### src/rtl/nibble_serial_adder.sv
// nibble_serial_adder: wide-operand adder that streams WIDTH-bit operands
// through a single 4-bit fulladd stage, one nibble per cycle, LSB first.
//
// Optional feature macro: NIBBLE_SERIAL_OVF_EN adds the out_ovf port
// (signed overflow of the completed sum).
//
// Ports
//   clk        clock, all state updates on the rising edge
//   rst        synchronous active-high reset
//   in_valid   operand beat valid
//   in_ready   block can accept an operand beat (IDLE and not in reset)
//   in_a/in_b  WIDTH-bit operands
//   in_cin     carry into slice 0
//   out_valid  result valid, held until out_ready
//   out_ready  downstream accepts the result
//   out_sum    (in_a + in_b + in_cin) mod 2^WIDTH
//   out_cout   carry out of the MSB slice
//   out_ovf    signed overflow (NIBBLE_SERIAL_OVF_EN only)
//   busy       high while an operation is in RUN or DONE

// 4-bit full adder slice.
module fulladd (
  input  logic [3:0] a,
  input  logic [3:0] b,
  input  logic       c_in,
  output logic [3:0] sum,
  output logic       c_out
);

  assign {c_out, sum} = 5'(a) + 5'(b) + 5'(c_in);

endmodule

module nibble_serial_adder #(
  parameter int unsigned WIDTH = 16
) (
  input  logic             clk,
  input  logic             rst,
  input  logic             in_valid,
  output logic             in_ready,
  input  logic [WIDTH-1:0] in_a,
  input  logic [WIDTH-1:0] in_b,
  input  logic             in_cin,
  output logic             out_valid,
  input  logic             out_ready,
  output logic [WIDTH-1:0] out_sum,
  output logic             out_cout,
`ifdef NIBBLE_SERIAL_OVF_EN
  output logic             out_ovf,
`endif
  output logic             busy
);

  localparam int unsigned NIB   = WIDTH / 4;
  localparam int unsigned IDX_W = (NIB > 1) ? $clog2(NIB) : 1;
  localparam logic [IDX_W-1:0] LAST_IDX = IDX_W'(NIB - 1);

  typedef enum logic [1:0] {
    IDLE = 2'd0,
    RUN  = 2'd1,
    DONE = 2'd2
  } state_t;

  state_t           state;
  logic [WIDTH-1:0] a_q;
  logic [WIDTH-1:0] b_q;
  logic [WIDTH-1:0] sum_q;
  logic             carry_q;
  logic [IDX_W-1:0] idx;
  logic [IDX_W+1:0] bit_base;
  logic [3:0]       fa_a;
  logic [3:0]       fa_b;
  logic [3:0]       fa_sum;
  logic             fa_cout;
  logic             accept;

  // Ready is forced low during reset so nothing is accepted on a reset edge.
  assign in_ready = (state == IDLE) && !rst;
  assign accept   = in_valid && in_ready;

  // Bit offset of the current nibble.
  assign bit_base = {idx, 2'b00};
  assign fa_a     = a_q[bit_base +: 4];
  assign fa_b     = b_q[bit_base +: 4];

  fulladd u_fulladd (
    .a     (fa_a),
    .b     (fa_b),
    .c_in  (carry_q),
    .sum   (fa_sum),
    .c_out (fa_cout)
  );

  // The result registers double as the output registers; they only change
  // in RUN, so they are stable for the whole of DONE.
  assign out_sum  = sum_q;
  assign out_cout = carry_q;

`ifdef NIBBLE_SERIAL_OVF_EN
  logic ovf_q;
  assign out_ovf = ovf_q;
`endif

  // Control FSM and datapath registers.
  always_ff @(posedge clk) begin
    if (rst) begin
      state     <= IDLE;
      idx       <= '0;
      carry_q   <= 1'b0;
      sum_q     <= '0;
      a_q       <= '0;
      b_q       <= '0;
      out_valid <= 1'b0;
      busy      <= 1'b0;
`ifdef NIBBLE_SERIAL_OVF_EN
      ovf_q     <= 1'b0;
`endif
    end else begin
      case (state)
        IDLE: begin
          if (accept) begin
            a_q     <= in_a;
            b_q     <= in_b;
            carry_q <= in_cin;
            idx     <= '0;
            busy    <= 1'b1;
            state   <= RUN;
`ifdef NIBBLE_SERIAL_OVF_EN
            ovf_q   <= 1'b0;
`endif
          end
        end

        RUN: begin
          sum_q[bit_base +: 4] <= fa_sum;
          carry_q              <= fa_cout;
          if (idx == LAST_IDX) begin
            idx       <= '0;
            state     <= DONE;
            out_valid <= 1'b1;
`ifdef NIBBLE_SERIAL_OVF_EN
            // fa_sum[3] is the sum MSB being written on this same edge.
            ovf_q <= (a_q[WIDTH-1] == b_q[WIDTH-1]) && (fa_sum[3] != a_q[WIDTH-1]);
`endif
          end else begin
            idx <= idx + IDX_W'(1);
          end
        end

        DONE: begin
          if (out_ready) begin
            out_valid <= 1'b0;
            busy      <= 1'b0;
            state     <= IDLE;
          end
        end

        default: begin
          state     <= IDLE;
          out_valid <= 1'b0;
          busy      <= 1'b0;
        end
      endcase
    end
  end

endmodule

### config.mk
export PLATFORM = sky130hd
export DESIGN_NAME = nibble_serial_adder
export DESIGN_NICKNAME = d
export VERILOG_FILES = /design/src/rtl/nibble_serial_adder.sv
export SDC_FILE = /design/constraint.sdc
export NUM_CORES = 1
export LEC_CHECK = 0
export BUFFER_PORTS_ARGS = -buffer_cell sky130_fd_sc_hd__buf_4
export CORE_UTILIZATION = 35
export CTS_BUF_LIST = sky130_fd_sc_hd__clkbuf_8
export DETAILED_ROUTE_END_ITERATION = 6
export GPL_TIMING_DRIVEN = 0
export HOLD_SLACK_MARGIN = 0.1
export PLACE_DENSITY = 0.62
export SYNTH_ARGS = -nofsm -noshare
export SYNTH_HDL_FRONTEND = slang
export SYNTH_SLANG_ARGS = --single-unit
### constraint.sdc
create_clock -name clk -period 4.15 [get_ports clk]
set_input_delay 0.83 -clock clk [delete_from_list [all_inputs] [get_ports clk]]
set_output_delay 0.83 -clock clk [all_outputs]
set_load 0.01 [all_outputs]
==> flow_metrics.env, run 1 <==
export IMPL_grt_max_degree=17
export IMPL_finalCritPeriodShare_pct=70.7
export IMPL_fin_util_pct=46.1
export IMPL_clock_skew_ns=0.00731
export IMPL_drtAntennaViolNets=0
export IMPL_cts_resized_gates=0
export IMPL_rsz0062_at_grt="false"
export IMPL_path_common_cell="fa_1"
export IMPL_start_util_pct=36.5
export IMPL_first_pass_iters=4
export IMPL_cts_root_buf="clkbuf_8"
export IMPL_antenna_cells=0
export IMPL_clk_pin_slew_ns=0.10
export IMPL_synth_seq_cells=55
export IMPL_grt_pass1_wl_mm=9.49
export IMPL_n_fill_cell=683
export IMPL_layout_common_cells="buf_4 (61), dfxtp_1 (55), nand2_1 (38)"
export IMPL_synth_edf_count=0
export IMPL_crit_chain="buf_2, mux4_2, fa_1, fa_1, xor2_1, a22oi_1, nor2_1"
export IMPL_synth_compound_area_share_pct=14.8
export IMPL_max_stage_delay_ns=0.58
export IMPL_synth_xor_area_share_pct=0.349
export IMPL_cp_data_arrival_time_ns=3.18
export IMPL_p_per_area_nw_per_um2=350
export IMPL_cts_setup_buffers=0
export IMPL_multi_input_area_sq_um=1290
export IMPL_nNetsFinal=381
export IMPL_hold_viol=0
export IMPL_synth_area_leader_cell="dfxtp_1"
export IMPL_hold_class="reg -> reg"
export IMPL_wl_per_cell_microns=13.2
export IMPL_port_buffers=56
export IMPL_path_class="reg -> reg"
export IMPL_syn_to_final_growth_pct=26.2
export IMPL_synth_cell_types=36
export IMPL_h_tree_depth=2
export IMPL_synthCells=270
export IMPL_final_seq_area_sq_um=1100
export IMPL_finalSetupTns_ns=0
export IMPL_finalSetupViolations=0
export IMPL_synth_simple_gate_area_share_pct=22.6
export IMPL_cp_buffers_inverters=1
export IMPL_crit_path_top_delay_cell="mux4_2"
export IMPL_synth_fa_ha_area_share_pct=6.09
export IMPL_max_cap_violations=0
export IMPL_drt_iter0_drc=87
export IMPL_clock_sinks=55
export IMPL_cts_buffer_depth=2
export IMPL_max_freq_ghz=0.341
export IMPL_overflow=0
export IMPL_avgSynthCellArea_sq_um=9.29
export IMPL_synthArstFlopShare_pct=0
export IMPL_hold_worst_slack_ns=0.473
export IMPL_hold_buffers=0
export IMPL_slew_viol_final=0
export IMPL_via_per_inst=4.82
export IMPL_cp_end_kind="register"
export IMPL_synth_area_mux_share_pct=7.58
export IMPL_via_count=2072
export IMPL_synth_ff_type="dfxtp_1"
export IMPL_gr_usage_all_layers_pct=16.6
export IMPL_synth_seq_area_share_pct=43.9
export IMPL_wl_mm=5.67
export IMPL_core_sq_um=6870
export IMPL_leakage_nw=1.30
export IMPL_place_gp_congestion=0.767
export IMPL_drive_above_1_share_pct=26.0
export IMPL_cp_max_fo=10
export IMPL_worst_pin_slew_ns=0.597
export IMPL_status="finished clean"
export IMPL_cts_tree="built"
export IMPL_critPathLaunchType="register"
export IMPL_synth_top_area_share_pct=43.9
export IMPL_ys_top_cells_by_area="dfxtp_1 (44%), nand2b_1 (8.5%), mux4_2 (7.2%)"
export IMPL_antenna_found_initial=0
export IMPL_ir_drop_v=0.000172
export IMPL_drc=0
export IMPL_synth_top_family_by_area="simple AND/OR/NAND/NOR gates"
export IMPL_syn_area_sq_um=2510
export IMPL_cp_top_family="adder cells"
export IMPL_slew_headroom_pct=60.2
export IMPL_min_period_ns=2.93
export IMPL_grt_pass1_vias=1998
export IMPL_io_pins=57
export IMPL_detailed_place_hpwl_mm=4.16
export IMPL_rows=30
export IMPL_die_w_microns=86.6
export IMPL_numCtsBuffers=5
export IMPL_die_h_microns=86.6
export IMPL_mostFrequentLayoutCell="buf_4"
export IMPL_syn_num_nets=318
export IMPL_insertion_delay_ns=0.31
export IMPL_ys_warnings_count=0
export IMPL_dieArea_sq_um=7510
export IMPL_cp_required_ns=4.40
==> per-layer routing <==
layer | GRT usage, % | part of all wire, %
met1 | 21.4 | 49
met2 | 28.0 | 46
met3 | 3.33 | 4.2
met4 | 5.30 | 1.2
met5 | 0 | 0
==> flip-flops by register name, summed over array words and instances (netlist names) <==
name and cells:
out_sum 16, busy 1, out_valid 1, state 2, idx 2, out_cout 1
a_q 16, b_q 16
==> metrics by stage <==
| step | total power (W) | cells | instance area [sq um] | setup WS, ns |
|---|---|---|---|---|
| 2_1_floorplan | 0.000685 | 270 | 2510 | 1.57 |
| 3_3_place_gp | 0.000752 | 422 | 3050 | 1.24 |
| 3_5_place_dp | 0.000755 | 422 | 3050 | 1.23 |
| 4_1_cts | 0.00112 | 430 | 3170 | 1.20 |
| 5_1_grt | 0.00117 | 430 | 3170 | 1.00 |
| 6_report | 0.00111 | 430 | 3170 | 1.22 |
==> power by group <==
part / internal [W] / leakage [nW] / switching, W
Clock: 0.000195 / 0.0612 / 0.000171
Combinational: 0.0000850 / 0.790 / 0.0000864
Sequential: 0.000555 / 0.450 / 0.0000156
==> path summary, 6_finish.rpt <==
path	startpoint	endpoint	slack, ns	cells after the start
worst max register to register	idx[0]$_SDFFE_PP0P_	out_sum[10]$_SDFFE_PP0P_	1.22	7
worst min register to register	b_q[9]$_SDFFE_PP0P_	b_q[9]$_SDFFE_PP0P_	0.47	2
worst max-delay path	idx[0]$_SDFFE_PP0P_	out_sum[10]$_SDFFE_PP0P_	1.22	7
worst min-delay path	b_q[9]$_SDFFE_PP0P_	b_q[9]$_SDFFE_PP0P_	0.47	2
==> cell usage after synthesis (2+ instances only) <==
library cell,instances
o21ai_1,5
nor3_4,2
a22oi_1,13
nor2b_1,2
inv_1,6
nor2_1,23
ha_1,9
clkbuf_2,2
nand2_1,38
a32oi_1,4
mux4_2,8
fa_1,2
buf_2,2
clkbuf_1,7
dfxtp_1,55
nor3_1,3
o21ai_0,28
a21oi_1,6
nand2b_1,34
buf_4,5
==> worst min-delay path, delay by kind of cell, from the launching register on <==
family | cells | cell delay [ns]
flops | 1 | 0.32
simple gates | 1 | 0.06
compound gates | 1 | 0.06
==> final cells by class <==
type | count | area share (%)
multi-input cells | 192 | 40.7
flip-flops and latches | 55 | 34.8
repair buffers | 56 | 13.3
well taps | 96 | 3.79
plain buffers | 17 | 3.00
clock buffers | 6 | 2.61
clock inverters | 2 | 1.11
inverters | 6 | 0.711
==> cell families (layout without fill, tap and decap cells) <==
kind of cell	count (synthesis)	count (layout)
AND/OR/NAND/NOR	110	110
AO/OA/AOI/OAI	61	61
multiplexers	9	9
buffers and inverters	23	87
flip-flops	55	55
adder cells (fa/ha/maj)	11	11
XOR/XNOR	1	1
(Power assumes the default switching activity.)
==> run 2, diff against run 1 <==
--- a/config.mk
+++ b/config.mk
@@ -11,7 +11,7 @@
 export DETAILED_ROUTE_END_ITERATION = 6
 export GPL_TIMING_DRIVEN = 0
 export HOLD_SLACK_MARGIN = 0.1
-export PLACE_DENSITY = 0.62
+export PLACE_DENSITY = 0.64
 export SYNTH_ARGS = -nofsm -noshare
 export SYNTH_HDL_FRONTEND = slang
 export SYNTH_SLANG_ARGS = --single-unit
==> constraint.sdc (replaced) <==
create_clock -name clk -period 2.39 [get_ports clk]
set_input_delay 0.478 -clock clk [delete_from_list [all_inputs] [get_ports clk]]
set_output_delay 0.478 -clock clk [all_outputs]
set_load 0.01 [all_outputs]
==> run 2 against run 1 <==
  * Critical path depth is the same
  * Via count shrank 1.0%
  * Register-to-register slack lost 1.2 ns
  * Utilization grew 1.4 points
  * Combinational power is 89% higher
==> flow_metrics.env, run 2 (synthesis results as in run 1) <==
export IMPL_cp_max_fo=7
export IMPL_antenna_cells=0
export IMPL_cp_required_ns=2.59
export IMPL_grt_pass1_wl_mm=9.27
export IMPL_mostFrequentLayoutCell="buf_4"
export IMPL_overflow=0
export IMPL_ir_drop_v=0.000290
export IMPL_min_period_ns=2.38
export IMPL_place_ws_ns=-0.194
export IMPL_rows=30
export IMPL_insertion_delay_ns=0.32
export IMPL_drt_iter0_drc=86
export IMPL_drive_above_1_share_pct=29.8
export IMPL_slew_viol_final=0
export IMPL_place_gp_congestion=0.801
export IMPL_multi_input_area_sq_um=1330
export IMPL_die_w_microns=86.6
export IMPL_numCtsBuffers=5
export IMPL_hold_buffers=0
export IMPL_h_tree_depth=2
export IMPL_via_per_inst=4.71
export IMPL_finalSetupTns_ns=0
export IMPL_worst_pin_slew_ns=0.546
export IMPL_finalCritPeriodShare_pct=99.4
export IMPL_cp_data_arrival_time_ns=2.57
export IMPL_gr_usage_all_layers_pct=16.2
export IMPL_final_seq_area_sq_um=1100
export IMPL_clock_skew_ns=0.00972
export IMPL_rsz0062_at_grt="true"
export IMPL_start_util_pct=36.5
export IMPL_die_h_microns=86.6
export IMPL_dieArea_sq_um=7510
export IMPL_wl_per_cell_microns=13.1
export IMPL_max_cap_violations=0
export IMPL_clk_pin_slew_ns=0.11
export IMPL_wl_mm=5.71
export IMPL_clock_sinks=55
export IMPL_syn_to_final_growth_pct=30.1
export IMPL_nNetsFinal=386
export IMPL_finalWorstSetupSlack_ns=0.0137
export IMPL_detailed_place_hpwl_mm=4.17
export IMPL_leakage_nw=1.33
export IMPL_cp_end_kind="register"
export IMPL_grt_max_degree=19
export IMPL_finalPower_w=0.00195
export IMPL_io_pins=57
export IMPL_slew_headroom_pct=63.5
export IMPL_path_class="reg -> reg"
export IMPL_grt_pass1_vias=1968
export IMPL_finalSetupViolations=0
export IMPL_cts_root_buf="clkbuf_8"
export IMPL_cts_buffer_depth=2
export IMPL_antenna_found_initial=0
export IMPL_cts_tree="built"
export IMPL_n_fill_cell=678
export IMPL_port_buffers=56
export IMPL_critPathLaunchType="register"
export IMPL_layout_common_cells="buf_4 (67), dfxtp_1 (54), nand2_1 (38)"
export IMPL_drtAntennaViolNets=0
export IMPL_first_pass_iters=4
export IMPL_core_sq_um=6870
export IMPL_status="finished clean"
export IMPL_hold_class="in -> reg"
export IMPL_hold_viol=0
export IMPL_via_count=2051
export IMPL_drc=0
export IMPL_p_per_area_nw_per_um2=597
export IMPL_max_freq_ghz=0.421
run 2: worst paths after layout:
check,start,to,slack [ns],depth (start not counted)
worst max register to register,idx[0]$_SDFFE_PP0P_,out_sum[10]$_SDFFE_PP0P_,0.01,7
worst max-delay path,idx[0]$_SDFFE_PP0P_,out_sum[10]$_SDFFE_PP0P_,0.01,7
worst min register to register,a_q[10]$_SDFFE_PP0P_,a_q[10]$_SDFFE_PP0P_,0.47,2
worst min-delay path,in_b[7],b_q[7]$_SDFFE_PP0P_,0.35,3
run 2: layout make-up:
type / instances / share of cell area (%)
well taps: 96 / 3.68
clock buffers: 5 / 2.11
multi-input cells: 192 / 40.7
plain buffers: 17 / 3.49
clock inverters: 3 / 1.42
flip-flops and latches: 55 / 33.9
repair buffers: 61 / 14.0
inverters: 6 / 0.690
run 2: what timing repair did:
action,CTS,global route
pin swaps,2,4
gates resized for setup,9,2
setup endpoints to repair,10,12
buffers inserted,4,1
run 2: per-stage QoR:
stage / instance area (sq um) / utilization, % / cells / hold slack (ns)
floorplan: 2520 / - / 270 / 0.439
global placement: 3060 / 44.6 / 422 / 0.451
detailed placement: 3060 / 44.6 / 422 / 0.457
CTS: 3250 / 47.3 / 434 / 0.340
global route: 3260 / 47.5 / 435 / 0.343
finish: 3260 / 47.5 / 435 / 0.346
run 2: critical path, stage by stage (launching register included):
cell	delay, ns
dfxtp_4	0.37
buf_12	0.12
mux4_2	0.53
fa_2	0.39
fa_2	0.39
xor2_2	0.22
a22oi_1	0.19
nor2_1	0.05
run 2: routing by layer:
| metal | routed length [microns] | vias to the layer above | track usage (%) |
|---|---|---|---|
| li1 | - | 1060 | - |
| met3 | 240 | 7 | 3.43 |
| met5 | 0 | - | 0 |
| met1 | 2620 | 938 | 20.9 |
| met2 | 2770 | 46 | 27.3 |
| met4 | 69 | 0 | 5.00 |
run 2: power by group:
| part | leakage, nW | internal [W] | switching [W] |
|---|---|---|---|
| logic | 0.824 | 0.000167 | 0.000157 |
| registers | 0.451 | 0.000964 | 0.0000267 |
| clock network | 0.0548 | 0.000316 | 0.000319 |
| total | 1.33 | 0.00145 | 0.000503 |
==> run 3, diff against run 2 <==
--- a/config.mk
+++ b/config.mk
@@ -5,13 +5,13 @@
 export SDC_FILE = /design/constraint.sdc
 export NUM_CORES = 1
 export LEC_CHECK = 0
-export BUFFER_PORTS_ARGS = -buffer_cell sky130_fd_sc_hd__buf_4
 export CORE_UTILIZATION = 35
 export CTS_BUF_LIST = sky130_fd_sc_hd__clkbuf_8
 export DETAILED_ROUTE_END_ITERATION = 6
+export DONT_BUFFER_PORTS = 1
 export GPL_TIMING_DRIVEN = 0
 export HOLD_SLACK_MARGIN = 0.1
-export PLACE_DENSITY = 0.64
+export PLACE_DENSITY = 0.57
 export SYNTH_ARGS = -nofsm -noshare
 export SYNTH_HDL_FRONTEND = slang
 export SYNTH_SLANG_ARGS = --single-unit
==> run 3 against run 2 <==
  * The flow now finishes with violations (negative setup slack)
  * Largest cell class unchanged
  * Power down 8.1%
  * Critical path depth increased by 1
  * Largest power group unchanged
  * Non-clock buffer count shrank 53
  * Critical endpoint is now out_cout$_SDFFE_PP0P_
==> flow_metrics.env, run 3 (synthesis results as in run 1) <==
export IMPL_wl_per_cell_microns=15.1
export IMPL_leakage_nw=1.06
export IMPL_min_period_ns=2.41
export IMPL_port_buffers=0
export IMPL_detailed_place_hpwl_mm=4.08
export IMPL_p_clk_share_pct=28.9
export IMPL_h_tree_depth=2
export IMPL_cts_buffer_depth=2
export IMPL_clock_sinks=55
export IMPL_drtAntennaViolNets=0
export IMPL_hold_viol=0
export IMPL_dieArea_sq_um=7510
export IMPL_comb_power_share_pct=15.6
export IMPL_place_ws_ns=-0.227
export IMPL_max_cap_violations=0
export IMPL_path_common_cell="fa_2"
export IMPL_drc=0
export IMPL_syn_to_final_growth_pct=14.2
export IMPL_finalSetupViolations=1
export IMPL_cp_data_arrival_time_ns=2.59
export IMPL_critPathLaunchType="register"
export IMPL_rsz0062_at_grt="true"
export IMPL_hold_worst_slack_ns=0.268
export IMPL_ir_drop_v=0.000289
export IMPL_core_sq_um=6870
export IMPL_cp_buffers_inverters=1
export IMPL_start_util_pct=36.5
export IMPL_io_pins=57
export IMPL_clk_pin_slew_ns=0.10
export IMPL_nNetsFinal=333
export IMPL_finalWorstSetupSlack_ns=-0.0213
export IMPL_p_per_area_nw_per_um2=626
export IMPL_reg2reg_slack_ns=-0.02
export IMPL_drt_iter0_drc=62
export IMPL_p_switching_w=0.000490
export IMPL_crit_path_top_delay_cell="mux4_2"
export IMPL_via_count=1906
export IMPL_violations="negative setup slack"
export IMPL_slew_viol_final=0
export IMPL_via_per_inst=4.99
export IMPL_finalCritPeriodShare_pct=101
export IMPL_layout_common_cells="dfxtp_1 (54), nand2_1 (38), nand2b_1 (34)"
export IMPL_overflow=0
export IMPL_gr_usage_all_layers_pct=16.3
export IMPL_max_stage_delay_ns=0.52
export IMPL_wl_mm=5.78
export IMPL_cp_top_family="adder cells"
export IMPL_power_internal_w=0.00130
export IMPL_cp_required_ns=2.57
export IMPL_p_sw_share_pct=27.3
export IMPL_drive_above_1_share_pct=17.8
export IMPL_finalSetupTns_ns=-0.0213
export IMPL_status="complete, but fails checks"
export IMPL_mostFrequentLayoutCell="dfxtp_1"
export IMPL_grt_pass1_wl_mm=9.34
export IMPL_hold_class="in -> reg"
export IMPL_slew_headroom_pct=67.0
export IMPL_rows=30
export IMPL_antenna_found_initial=0
export IMPL_hold_buffers=0
export IMPL_n_fill_cell=697
export IMPL_first_pass_iters=4
export IMPL_numCtsBuffers=5
export IMPL_clock_skew_ns=0.0106
export IMPL_place_gp_congestion=0.761
export IMPL_max_freq_ghz=0.415
export IMPL_pwr_share_seq_pct=55.5
export IMPL_die_w_microns=86.6
export IMPL_path_class="reg -> reg"
export IMPL_antenna_cells=0
export IMPL_die_h_microns=86.6
export IMPL_grt_max_degree=18
export IMPL_crit_chain="buf_12, mux4_2, fa_2, fa_2, a21oi_2, nor2b_1, nor3b_2, a2111oi_1"
export IMPL_insertion_delay_ns=0.31
export IMPL_cts_tree="built"
export IMPL_grt_pass1_vias=1821
export IMPL_cp_end_kind="register"
export IMPL_cp_max_fo=7
export IMPL_cts_root_buf="clkbuf_8"
export IMPL_worst_pin_slew_ns=0.494
-- run 3: cell types whose count changed in the layout (fill, tap and decap cells not counted), sizes merged --
cell and change:
buf -53, clkinv +2, bufinv -1, clkinvlp -1
-- run 3: repair_timing --
| item | in CTS | in global routing |
|---|---|---|
| endpoints found under the hold margin | 0 | 0 |
| cloned | 0 | 0 |
| gates resized for setup | 8 | 8 |
| setup buffers | 4 | 4 |
| setup endpoints to repair | 13 | 9 |
| pin swaps | 2 | 8 |
-- run 3: metal layers --
metal | share of wire [%] | vias up | global-route usage (%)
met5 | 0 | - | 0
met4 | 1.1 | 0 | 4.09
met3 | 4.8 | 7 | 4.29
met2 | 47 | 42 | 25.4
met1 | 47 | 907 | 22.4
li1 | - | 950 | -
-- run 3: final timing paths --
kind / end / startpoint / depth (start not counted)
worst max-delay path: out_cout$_SDFFE_PP0P_ / idx[0]$_SDFFE_PP0P_ / 8
worst min-delay path: b_q[12]$_SDFFE_PP0P_ / in_b[12] / 2
worst max register to register: out_cout$_SDFFE_PP0P_ / idx[0]$_SDFFE_PP0P_ / 8
worst min register to register: a_q[6]$_SDFFE_PP0P_ / a_q[6]$_SDFFE_PP0P_ / 2
-- run 3: cell type report --
type,instances,area [sq um],share of cell area [%]
Inverter,6,22.5,0.786
Clock buffer,5,68.8,2.40
Clock inverter,3,18.8,0.655
Buffer,17,114,3.98
Multi-Input combinational cell,192,1360,47.3
Tap cell,96,120,4.19
Sequential cell,55,1100,38.6
Timing Repair Buffer,8,60.1,2.10
-- run 3: power by group through the flow --
stage	Clock, W	Sequential (W)	Combinational (W)
final	0.000517	0.000995	0.000280
after CTS	0.000536	0.000996	0.000263
after detailed placement	0	0.00102	0.000240
after global placement	0	0.00102	0.000237
after floorplan	0	0.00101	0.000185
after global routing	0.000582	0.00100	0.000308
-- run 3: stage by stage --
stage / instances / instance area [sq um] / total power, W / utilization (%)
after floorplan: 270 / 2520 / 0.00119 / -
after global placement: 366 / 2640 / 0.00125 / 38.5
after detailed placement: 366 / 2640 / 0.00126 / 38.5
after CTS: 378 / 2800 / 0.00179 / 40.8
after global routing: 382 / 2860 / 0.00189 / 41.7
final: 382 / 2860 / 0.00179 / 41.7
